===== config.mk =====
export PLATFORM = sky130hd
export DESIGN_NAME = wb_stage_flat
export DESIGN_NICKNAME = d
export VERILOG_FILES = /design/src/rtl/wb_stage_if.sv /design/src/rtl/wb_stage.sv /design/src/flat_wrapper.sv
export SDC_FILE = /design/constraint.sdc
export NUM_CORES = 1
export LEC_CHECK = 0
export CAP_MARGIN = 20
export CORE_UTILIZATION = 45
export DETAILED_ROUTE_END_ITERATION = 10
export PLACE_DENSITY = 0.77
export SLEW_MARGIN = 10
export SYNTH_ARGS = -nofsm -noshare
export SYNTH_HDL_FRONTEND = slang
export SYNTH_SLANG_ARGS = --single-unit

===== constraint.sdc =====
create_clock -name clk -period 4.65 [get_ports clk]
set_clock_uncertainty 0.1 [all_clocks]
set_input_delay 0.465 -clock clk [delete_from_list [all_inputs] [get_ports clk]]
set_output_delay 0.465 -clock clk [all_outputs]
set_load 0.02 [all_outputs]

===== src/rtl/wb_stage_if.sv =====
// MEM-to-WB bundle: stage inputs from MEM plus the register-file write port,
// forwarding history and retired count driven back by the write-back stage.
interface wb_stage_if #(
  parameter int unsigned DATA_W  = 32,
  parameter int unsigned RADDR_W = 5,
  parameter int unsigned CNT_W   = 32
);
  localparam int unsigned OFF_W = $clog2(DATA_W / 8);

  logic               stall_i;
  logic               flush_i;
  logic               valid_i;
  logic               wen_i;
  logic               ld_i;
  logic [2:0]         ld_type_i;
  logic [OFF_W-1:0]   byte_off_i;
  logic [RADDR_W-1:0] rd_i;
  logic [DATA_W-1:0]  alu_i;
  logic [DATA_W-1:0]  lmd_i;

  logic [DATA_W-1:0]  wb_data_o;
  logic [RADDR_W-1:0] wb_addr_o;
  logic               wb_write_o;
  logic               fwd_valid_o;
  logic [RADDR_W-1:0] fwd_addr_o;
  logic [DATA_W-1:0]  fwd_data_o;
  logic [CNT_W-1:0]   retired_o;

  modport master (
    output stall_i, flush_i, valid_i, wen_i, ld_i, ld_type_i, byte_off_i,
           rd_i, alu_i, lmd_i,
    input  wb_data_o, wb_addr_o, wb_write_o, fwd_valid_o, fwd_addr_o,
           fwd_data_o, retired_o
  );

  modport slave (
    input  stall_i, flush_i, valid_i, wen_i, ld_i, ld_type_i, byte_off_i,
           rd_i, alu_i, lmd_i,
    output wb_data_o, wb_addr_o, wb_write_o, fwd_valid_o, fwd_addr_o,
           fwd_data_o, retired_o
  );
endinterface


===== src/rtl/wb_stage.sv =====
// Write-back stage: MEM/WB register (falling-edge capture), sub-word load
// extraction, register-file write port, one-deep write history, retire counter.
module wb_stage #(
   parameter int unsigned DATA_W  = 32,
   parameter int unsigned RADDR_W = 5,
   parameter int unsigned CNT_W   = 32
) (
   input logic       clk,
   input logic       rst,
   wb_stage_if.slave bus
);
   localparam int unsigned OFF_W = $clog2(DATA_W / 8);

   typedef enum logic [2:0] {
      LD_W  = 3'b000,
      LD_H  = 3'b001,
      LD_HU = 3'b010,
      LD_B  = 3'b011,
      LD_BU = 3'b100
   } ld_type_e;

   logic               s_valid;
   logic               s_wen;
   logic               s_ld;
   logic [2:0]         s_ld_type;
   logic [OFF_W-1:0]   s_off;
   logic [RADDR_W-1:0] s_rd;
   logic [DATA_W-1:0]  s_alu;
   logic [DATA_W-1:0]  s_lmd;

   logic               h_valid;
   logic [RADDR_W-1:0] h_addr;
   logic [DATA_W-1:0]  h_data;
   logic [CNT_W-1:0]   retired;

   logic [OFF_W-1:0]   half_off;
   logic [7:0]         byte_v;
   logic [15:0]        half_v;
   logic [DATA_W-1:0]  ld_data;
   logic [DATA_W-1:0]  wb_data;
   logic               wb_write;

   // flush zeroes every stage field so a bubble also presents data/addr of 0
   always_ff @(negedge clk or posedge rst) begin
      if (rst) begin
         s_valid   <= 1'b0;
         s_wen     <= 1'b0;
         s_ld      <= 1'b0;
         s_ld_type <= '0;
         s_off     <= '0;
         s_rd      <= '0;
         s_alu     <= '0;
         s_lmd     <= '0;
      end else if (bus.flush_i) begin
         s_valid   <= 1'b0;
         s_wen     <= 1'b0;
         s_ld      <= 1'b0;
         s_ld_type <= '0;
         s_off     <= '0;
         s_rd      <= '0;
         s_alu     <= '0;
         s_lmd     <= '0;
      end else if (!bus.stall_i) begin
         s_valid   <= bus.valid_i;
         s_wen     <= bus.wen_i;
         s_ld      <= bus.ld_i;
         s_ld_type <= bus.ld_type_i;
         s_off     <= bus.byte_off_i;
         s_rd      <= bus.rd_i;
         s_alu     <= bus.alu_i;
         s_lmd     <= bus.lmd_i;
      end
   end

   // history samples the write port as it stood before the edge
   always_ff @(negedge clk or posedge rst) begin
      if (rst) begin
         h_valid <= 1'b0;
         h_addr  <= '0;
         h_data  <= '0;
      end else if (bus.flush_i || !bus.stall_i) begin
         h_valid <= wb_write;
         h_addr  <= s_rd;
         h_data  <= wb_data;
      end
   end

   always_ff @(negedge clk or posedge rst) begin
      if (rst) begin
         retired <= '0;
      end else if (!bus.flush_i && !bus.stall_i && bus.valid_i) begin
         retired <= retired + CNT_W'(1);
      end
   end

   // halfword lane pair starts at an even lane; bit 0 of the offset is dropped
   always_comb begin
      half_off    = s_off;
      half_off[0] = 1'b0;
      byte_v      = s_lmd[{s_off, 3'b000} +: 8];
      half_v      = s_lmd[{half_off, 3'b000} +: 16];
   end

   always_comb begin
      ld_data = s_lmd;
      case (ld_type_e'(s_ld_type))
         LD_B:    ld_data = {{(DATA_W-8){byte_v[7]}}, byte_v};
         LD_BU:   ld_data = {{(DATA_W-8){1'b0}}, byte_v};
         LD_H:    ld_data = {{(DATA_W-16){half_v[15]}}, half_v};
         LD_HU:   ld_data = {{(DATA_W-16){1'b0}}, half_v};
         default: ld_data = s_lmd;
      endcase
   end

   always_comb begin
      wb_data  = s_ld ? ld_data : s_alu;
      wb_write = s_valid & s_wen & (s_rd != '0);
   end

   assign bus.wb_data_o   = wb_data;
   assign bus.wb_addr_o   = s_rd;
   assign bus.wb_write_o  = wb_write;
   assign bus.fwd_valid_o = h_valid;
   assign bus.fwd_addr_o  = h_addr;
   assign bus.fwd_data_o  = h_data;
   assign bus.retired_o   = retired;
endmodule


===== src/flat_wrapper.sv =====
// flat-port wrapper written by rule: the top's interface ports become plain ports
module wb_stage_flat 
#(
   parameter int unsigned DATA_W  = 32,
   parameter int unsigned RADDR_W = 5,
   parameter int unsigned CNT_W   = 32
)
  (clk, rst, bus_stall_i, bus_flush_i, bus_valid_i, bus_wen_i, bus_ld_i, bus_ld_type_i, bus_byte_off_i, bus_rd_i, bus_alu_i, bus_lmd_i, bus_wb_data_o, bus_wb_addr_o, bus_wb_write_o, bus_fwd_valid_o, bus_fwd_addr_o, bus_fwd_data_o, bus_retired_o);
  wb_stage_if #(.DATA_W(DATA_W), .RADDR_W(RADDR_W), .CNT_W(CNT_W)) bus_i ();
  input logic clk;
  input logic rst;
  input wire logic [$bits(bus_i.stall_i)-1:0] bus_stall_i;
  input wire logic [$bits(bus_i.flush_i)-1:0] bus_flush_i;
  input wire logic [$bits(bus_i.valid_i)-1:0] bus_valid_i;
  input wire logic [$bits(bus_i.wen_i)-1:0] bus_wen_i;
  input wire logic [$bits(bus_i.ld_i)-1:0] bus_ld_i;
  input wire logic [$bits(bus_i.ld_type_i)-1:0] bus_ld_type_i;
  input wire logic [$bits(bus_i.byte_off_i)-1:0] bus_byte_off_i;
  input wire logic [$bits(bus_i.rd_i)-1:0] bus_rd_i;
  input wire logic [$bits(bus_i.alu_i)-1:0] bus_alu_i;
  input wire logic [$bits(bus_i.lmd_i)-1:0] bus_lmd_i;
  output wire logic [$bits(bus_i.wb_data_o)-1:0] bus_wb_data_o;
  output wire logic [$bits(bus_i.wb_addr_o)-1:0] bus_wb_addr_o;
  output wire logic [$bits(bus_i.wb_write_o)-1:0] bus_wb_write_o;
  output wire logic [$bits(bus_i.fwd_valid_o)-1:0] bus_fwd_valid_o;
  output wire logic [$bits(bus_i.fwd_addr_o)-1:0] bus_fwd_addr_o;
  output wire logic [$bits(bus_i.fwd_data_o)-1:0] bus_fwd_data_o;
  output wire logic [$bits(bus_i.retired_o)-1:0] bus_retired_o;
  assign bus_i.stall_i = bus_stall_i;
  assign bus_i.flush_i = bus_flush_i;
  assign bus_i.valid_i = bus_valid_i;
  assign bus_i.wen_i = bus_wen_i;
  assign bus_i.ld_i = bus_ld_i;
  assign bus_i.ld_type_i = bus_ld_type_i;
  assign bus_i.byte_off_i = bus_byte_off_i;
  assign bus_i.rd_i = bus_rd_i;
  assign bus_i.alu_i = bus_alu_i;
  assign bus_i.lmd_i = bus_lmd_i;
  assign bus_wb_data_o = bus_i.wb_data_o;
  assign bus_wb_addr_o = bus_i.wb_addr_o;
  assign bus_wb_write_o = bus_i.wb_write_o;
  assign bus_fwd_valid_o = bus_i.fwd_valid_o;
  assign bus_fwd_addr_o = bus_i.fwd_addr_o;
  assign bus_fwd_data_o = bus_i.fwd_data_o;
  assign bus_retired_o = bus_i.retired_o;
  wb_stage #(.DATA_W(DATA_W), .RADDR_W(RADDR_W), .CNT_W(CNT_W)) u_core (.clk(clk), .rst(rst), .bus(bus_i));
endmodule

==> Word-level counts from Yosys, hierarchy flattened <==
Cells that the tools add are included.
{ "word_totals": {"elab_cells": 46, "in_bits": 81, "register_bits": 147} }
{ "op_classes": {"shifts": 2, "bitwise_logic": 2, "n_reduce_logical": 6, "add_sub_neg": 1, "mux": 18, "n_eq_ne": 5} }
{ "op_table": {"columns": ["cell", "n"], "rows": [
  ["32-bit two-way mux", 5],
  ["32-bit case mux with 4 select lines", 1],
  ["32-bit by 1-bit adder with 32-bit output (second input constant)", 1],
  ["32-bit by 6-bit indexed part select with 16-bit output", 1],
  ["32-bit by 6-bit indexed part select with 8-bit output", 1],
  ["5-bit two-way mux", 2],
  ["3-bit by 2-bit equality test with 1-bit output (second input constant)", 2],
  ["1-bit two-way mux", 6],
  ["3-bit two-way mux", 2],
  ["5-bit nonzero test", 1],
  ["2-bit two-way mux", 2],
  ["3-bit by 1-bit equality test with 1-bit output (second input constant)", 1],
  ["3-bit equality test (second input constant)", 1],
  ["1-bit bitwise AND", 2],
  ["1-bit logical AND", 2],
  ["1-bit zero test", 2],
  ["2-bit by 1-bit != test with 1-bit output (second input constant)", 1],
  ["1-bit logical OR", 1]
]} }

==> Depth between registers and ports, before layout <==
{ "depth": {"ltp_word": 3, "depth_mapped": 7, "mapped_depth_nobuf": 5} }

==> summary.txt <==
Global route
  • Largest net degree at the start of global routing: 100
  • First-pass GRT wire length: 38270 um
  • Vias in the first global route: 7157
  • Gr usage total: 29.83%
  • Antenna violations before repair: 1
  • Total grt overflow: 0

CTS
  • TritonCTS clock tree: built
  • Worst-path clk slew: 40 ps
  • CTS HTree Levels: 4
  • Clk root buf: clkbuf_16
  • CTS Sinks: 147
  • Clock Path Buffers: 2
  • Cts bufs inserted: 17
  • Skew-Pair Late Insertion Delay: 400 ps

Yosys
  • Yosys top cell area share: 49.86%
  • Post-Synthesis Cells: 766
  • Syn Area/Cell: 9.631 um^2
  • Cell taking the most area after synthesis: dfrtn_1
  • Number of flops mapped to enable cells by yosys: 0
  • Seq/Total Area, Yosys: 49.86%
  • Dominant cells by area after synthesis: dfrtn_1, mux2i_1, nor2_1
  • Ys flop type: dfrtn_1
  • Post-synthesis net count: 848
  • Cell area after synthesis: 7377 um^2
  • Asr flop ratio synth: 100.0%
  • YS warnings: 0
  • Synth Register Bits: 147
  • Netlist cell types: 48

STA
  • Final hold vios: 0
  • Hold slack: 320.7 ps
  • Setup TNS: -12060 ps
  • Final setup margin: -501.2 ps
  • Worst Max-Slew Pin Slew: 826.6 ps
  • Fin. max-slew vios: 0
  • Unrepaired setup endpoints after global routing: true
  • Finish-stage setup viols: 32
  • Slew headroom: 44.48%

Power and ir drop
  • Worst VDD drop: 0.0002394 V
  • Leakage: 5.307 nW
  • Pwr per Cell Area: 312.2 nW/um^2

Worst setup path
  • Slowest stage cell, crit path: nand3_2
  • CP Max Fanout: 7
  • Most common cell on crit path: buf_4
  • Max stage delay on crit path: 390 ps
  • R2R cell count: 17
  • Worst r2r dst: u_core.bus.fwd_data_o[12]
  • CP Buf/Inv Count: 3
  • FF-to-FF setup slack: 1770 ps
  • CP endpoint kind: primary output
  • WS Path Type: flip-flop to primary output
  • CP top delay family: simple AND/OR/NAND/NOR gates
  • Crit-path cells: buf_4 -> buf_4 -> o21ai_4 -> nand3_2 -> nor3_4 -> nor2_1 -> buf_2
  • WP data required: 4090 ps
  • CP Launch Type: flip-flop
  • R2R Path Start: u_core.s_off[1]
  • Crit path DAT: 4590 ps

Detailed routing
  • Routed Antenna Nets: 0
  • First drt pass iteration count: 4
  • First-iteration detailed-routing DRC count: 529
  • DR vias: 7204
  • Drt wl/cell: 19.70 um
  • Vias per inst: 5.520
  • Final wirelength: 25710 um
  • DRC: 0

Floorplanning
  • Initial Utilization: 46.27%
  • Row count: 46
  • Die footprint: 16910 um^2
  • DIE WIDTH: 130.0 um
  • # IOs: 189
  • Core area: 15940 um^2
  • Chip height: 130.0 um

Run
  • Max_cap viols: 0

Hold path
  • Hold Crit Class: flip-flop to flip-flop
  • Worst hold stages: 2
  • Worst Hold Launch: u_core.bus.fwd_addr_o[1]
  • Worst hold endpoint: u_core.bus.fwd_addr_o[1]

Place
  • RD Place Congestion: 0.9393
  • Buffers on Ports: 188
  • Dpl hpwl: 15980 um
  • DP Worst Slack: -539.7 ps
  • Placed Instances: 1219

Finish
  • Fin util: 73.84%
  • Area grow syn2layout: 59.58%
  • NumNets Final: 1157
  • Share of layout cells above drive strength 1: 29.60%
  • Layout Cells excl Fill: 1305

Run status
  • Violated checks: negative setup slack
  • Outcome: finished with violations
synthesized netlist by cell type (2+ instances only):
cell type  count
nor2_1       114
inv_1          5
a2bb2oi_1      8
o41ai_1        6
and3_1         4
o31ai_1        8
nor2b_1       18
nor3_1        34
xor2_1         6
mux2i_1       88
a21oi_1       27
and4_1         5
nand3b_1       2
a31oi_1       18
nor4_1         3
mux2_2         3
nand2b_1      16
buf_1          5
nand4_1        9
o22ai_1       15
dfrtn_1      147
nand2_1       78
o21ai_0       33
clkbuf_1      30
or3_1          2
buf_2         16
nand3_1       20
xnor2_1       26
where the power goes:
| group | switching, W | total, W | internal (W) |
|---|---|---|---|
| combinational | 0.000471 | 0.000932 | 0.000460 |
| sequential | 0.000100 | 0.00149 | 0.00139 |
| clock | 0.000560 | 0.00126 | 0.000695 |
metal layers:
layer,up-vias,share of wire [%],track usage (%)
li1,3303,-,-
met1,3540,40,37.53
met2,298,50,49.25
met3,63,6.2,6.355
met4,0,3.5,13.82
met5,-,0,0
worst register-to-register path, delay by kind of cell (launching register included):
kind	cells	cell delay [ps]
AOI/OAI and AO/OA	2	440
buffers and inverters	13	1710
DFF	1	390
muxes	1	190
and+or+nand+nor	1	60
final cells by class:
type,count,area [um^2]
tap,216,270.3
inverter,5,22.52
antenna,1,2.502
fill,1072,4170
multi-input combinational,562,4100
sequential,147,3679
clock inverter,12,83.83
clock buffer,20,446.7
timing repair buffer,342,3168
registers in the layout, indices dropped and copies added, names as in the netlist:
signal,count
u_core.bus.fwd_data_o,32
u_core.bus.wb_addr_o,5
u_core.s_wen,1
u_core.s_ld_type,3
u_core.bus.retired_o,32
u_core.s_valid,1
u_core.s_off,2
u_core.bus.fwd_valid_o,1
u_core.s_lmd,32
u_core.s_alu,32
u_core.bus.fwd_addr_o,5
u_core.s_ld,1
worst max-delay path by stage:
stage          cells past startpoint                  endpoint                start
2_1_floorplan                      1  u_core.bus.fwd_addr_o[0]                  rst
4_1_cts                            9         bus_wb_data_o[17]      u_core.s_off[1]
3_3_place_gp                       7          bus_wb_data_o[9]      u_core.s_off[1]
3_5_place_dp                       7         bus_wb_data_o[10]      u_core.s_off[1]
5_1_grt                            7         bus_wb_data_o[10]  u_core.s_ld_type[1]
6_report                           7         bus_wb_data_o[10]  u_core.s_ld_type[1]
stage by stage:
stage / power, W / area, um^2
3_3_place_gp: 0.002287 / 10150
5_1_grt: 0.003815 / 11770
2_1_floorplan: 0.001883 / 7381
6_report: 0.003676 / 11770
3_5_place_dp: 0.002306 / 10150
4_1_cts: 0.003619 / 11360
layout by cell type (no fill, tap or decap), types with 6 or more instances in the layout:
cell type        synthesis  routed
o41ai_1                  6       6
o31ai_1                  8       8
a21oi_2                  0      10
nand4_1                  9       9
a21oi_1                 27      10
buf_12                   0       7
clkbuf_16                0      18
a21oi_4                  0       7
nor2b_1                 18       8
buf_4                    1     137
clkinvlp_4               0       6
nand2b_1                16      15
dfrtn_1                147     147
buf_2                   16       9
nor3_4                   0      11
a2bb2oi_2                0       6
mux2i_1                 88      80
a31oi_1                 18      18
nand2_1                 78      78
o21ai_2                  1       6
mux2i_4                  0       7
xor2_1                   6       6
xnor2_1                 26      26
clkdlybuf4s50_1          0     153
nor3_2                   1      20
o21ai_0                 33      23
nor2_1                 114     114
nor2b_4                  0       6
o22ai_1                 15       9
buf_6                    0      34
nand3_1                 20      16
kinds of logic (layout without fill, tap and decap cells):
kind of cell,count (synthesis),in the layout,synth area share [%]
fa+ha+maj,2,2,0.3053
buf+inv,57,379,3.223
flops,147,147,49.86
simple gates,313,313,19.98
other cells,0,1,0
compound gates,124,124,10.43
mux,91,91,12.40
xor+xnor,32,32,3.799
what timing repair did:
| action | in CTS | in global routing |
|---|---|---|
| pin swaps | 32 | 17 |
| setup buffers | 41 | 11 |
| cloned | 2 | 1 |
| hold buffers | 0 | 0 |
| gates resized for setup | 270 | 76 |
| endpoints found under the setup margin | 33 | 33 |
(Power assumes the default switching activity.)
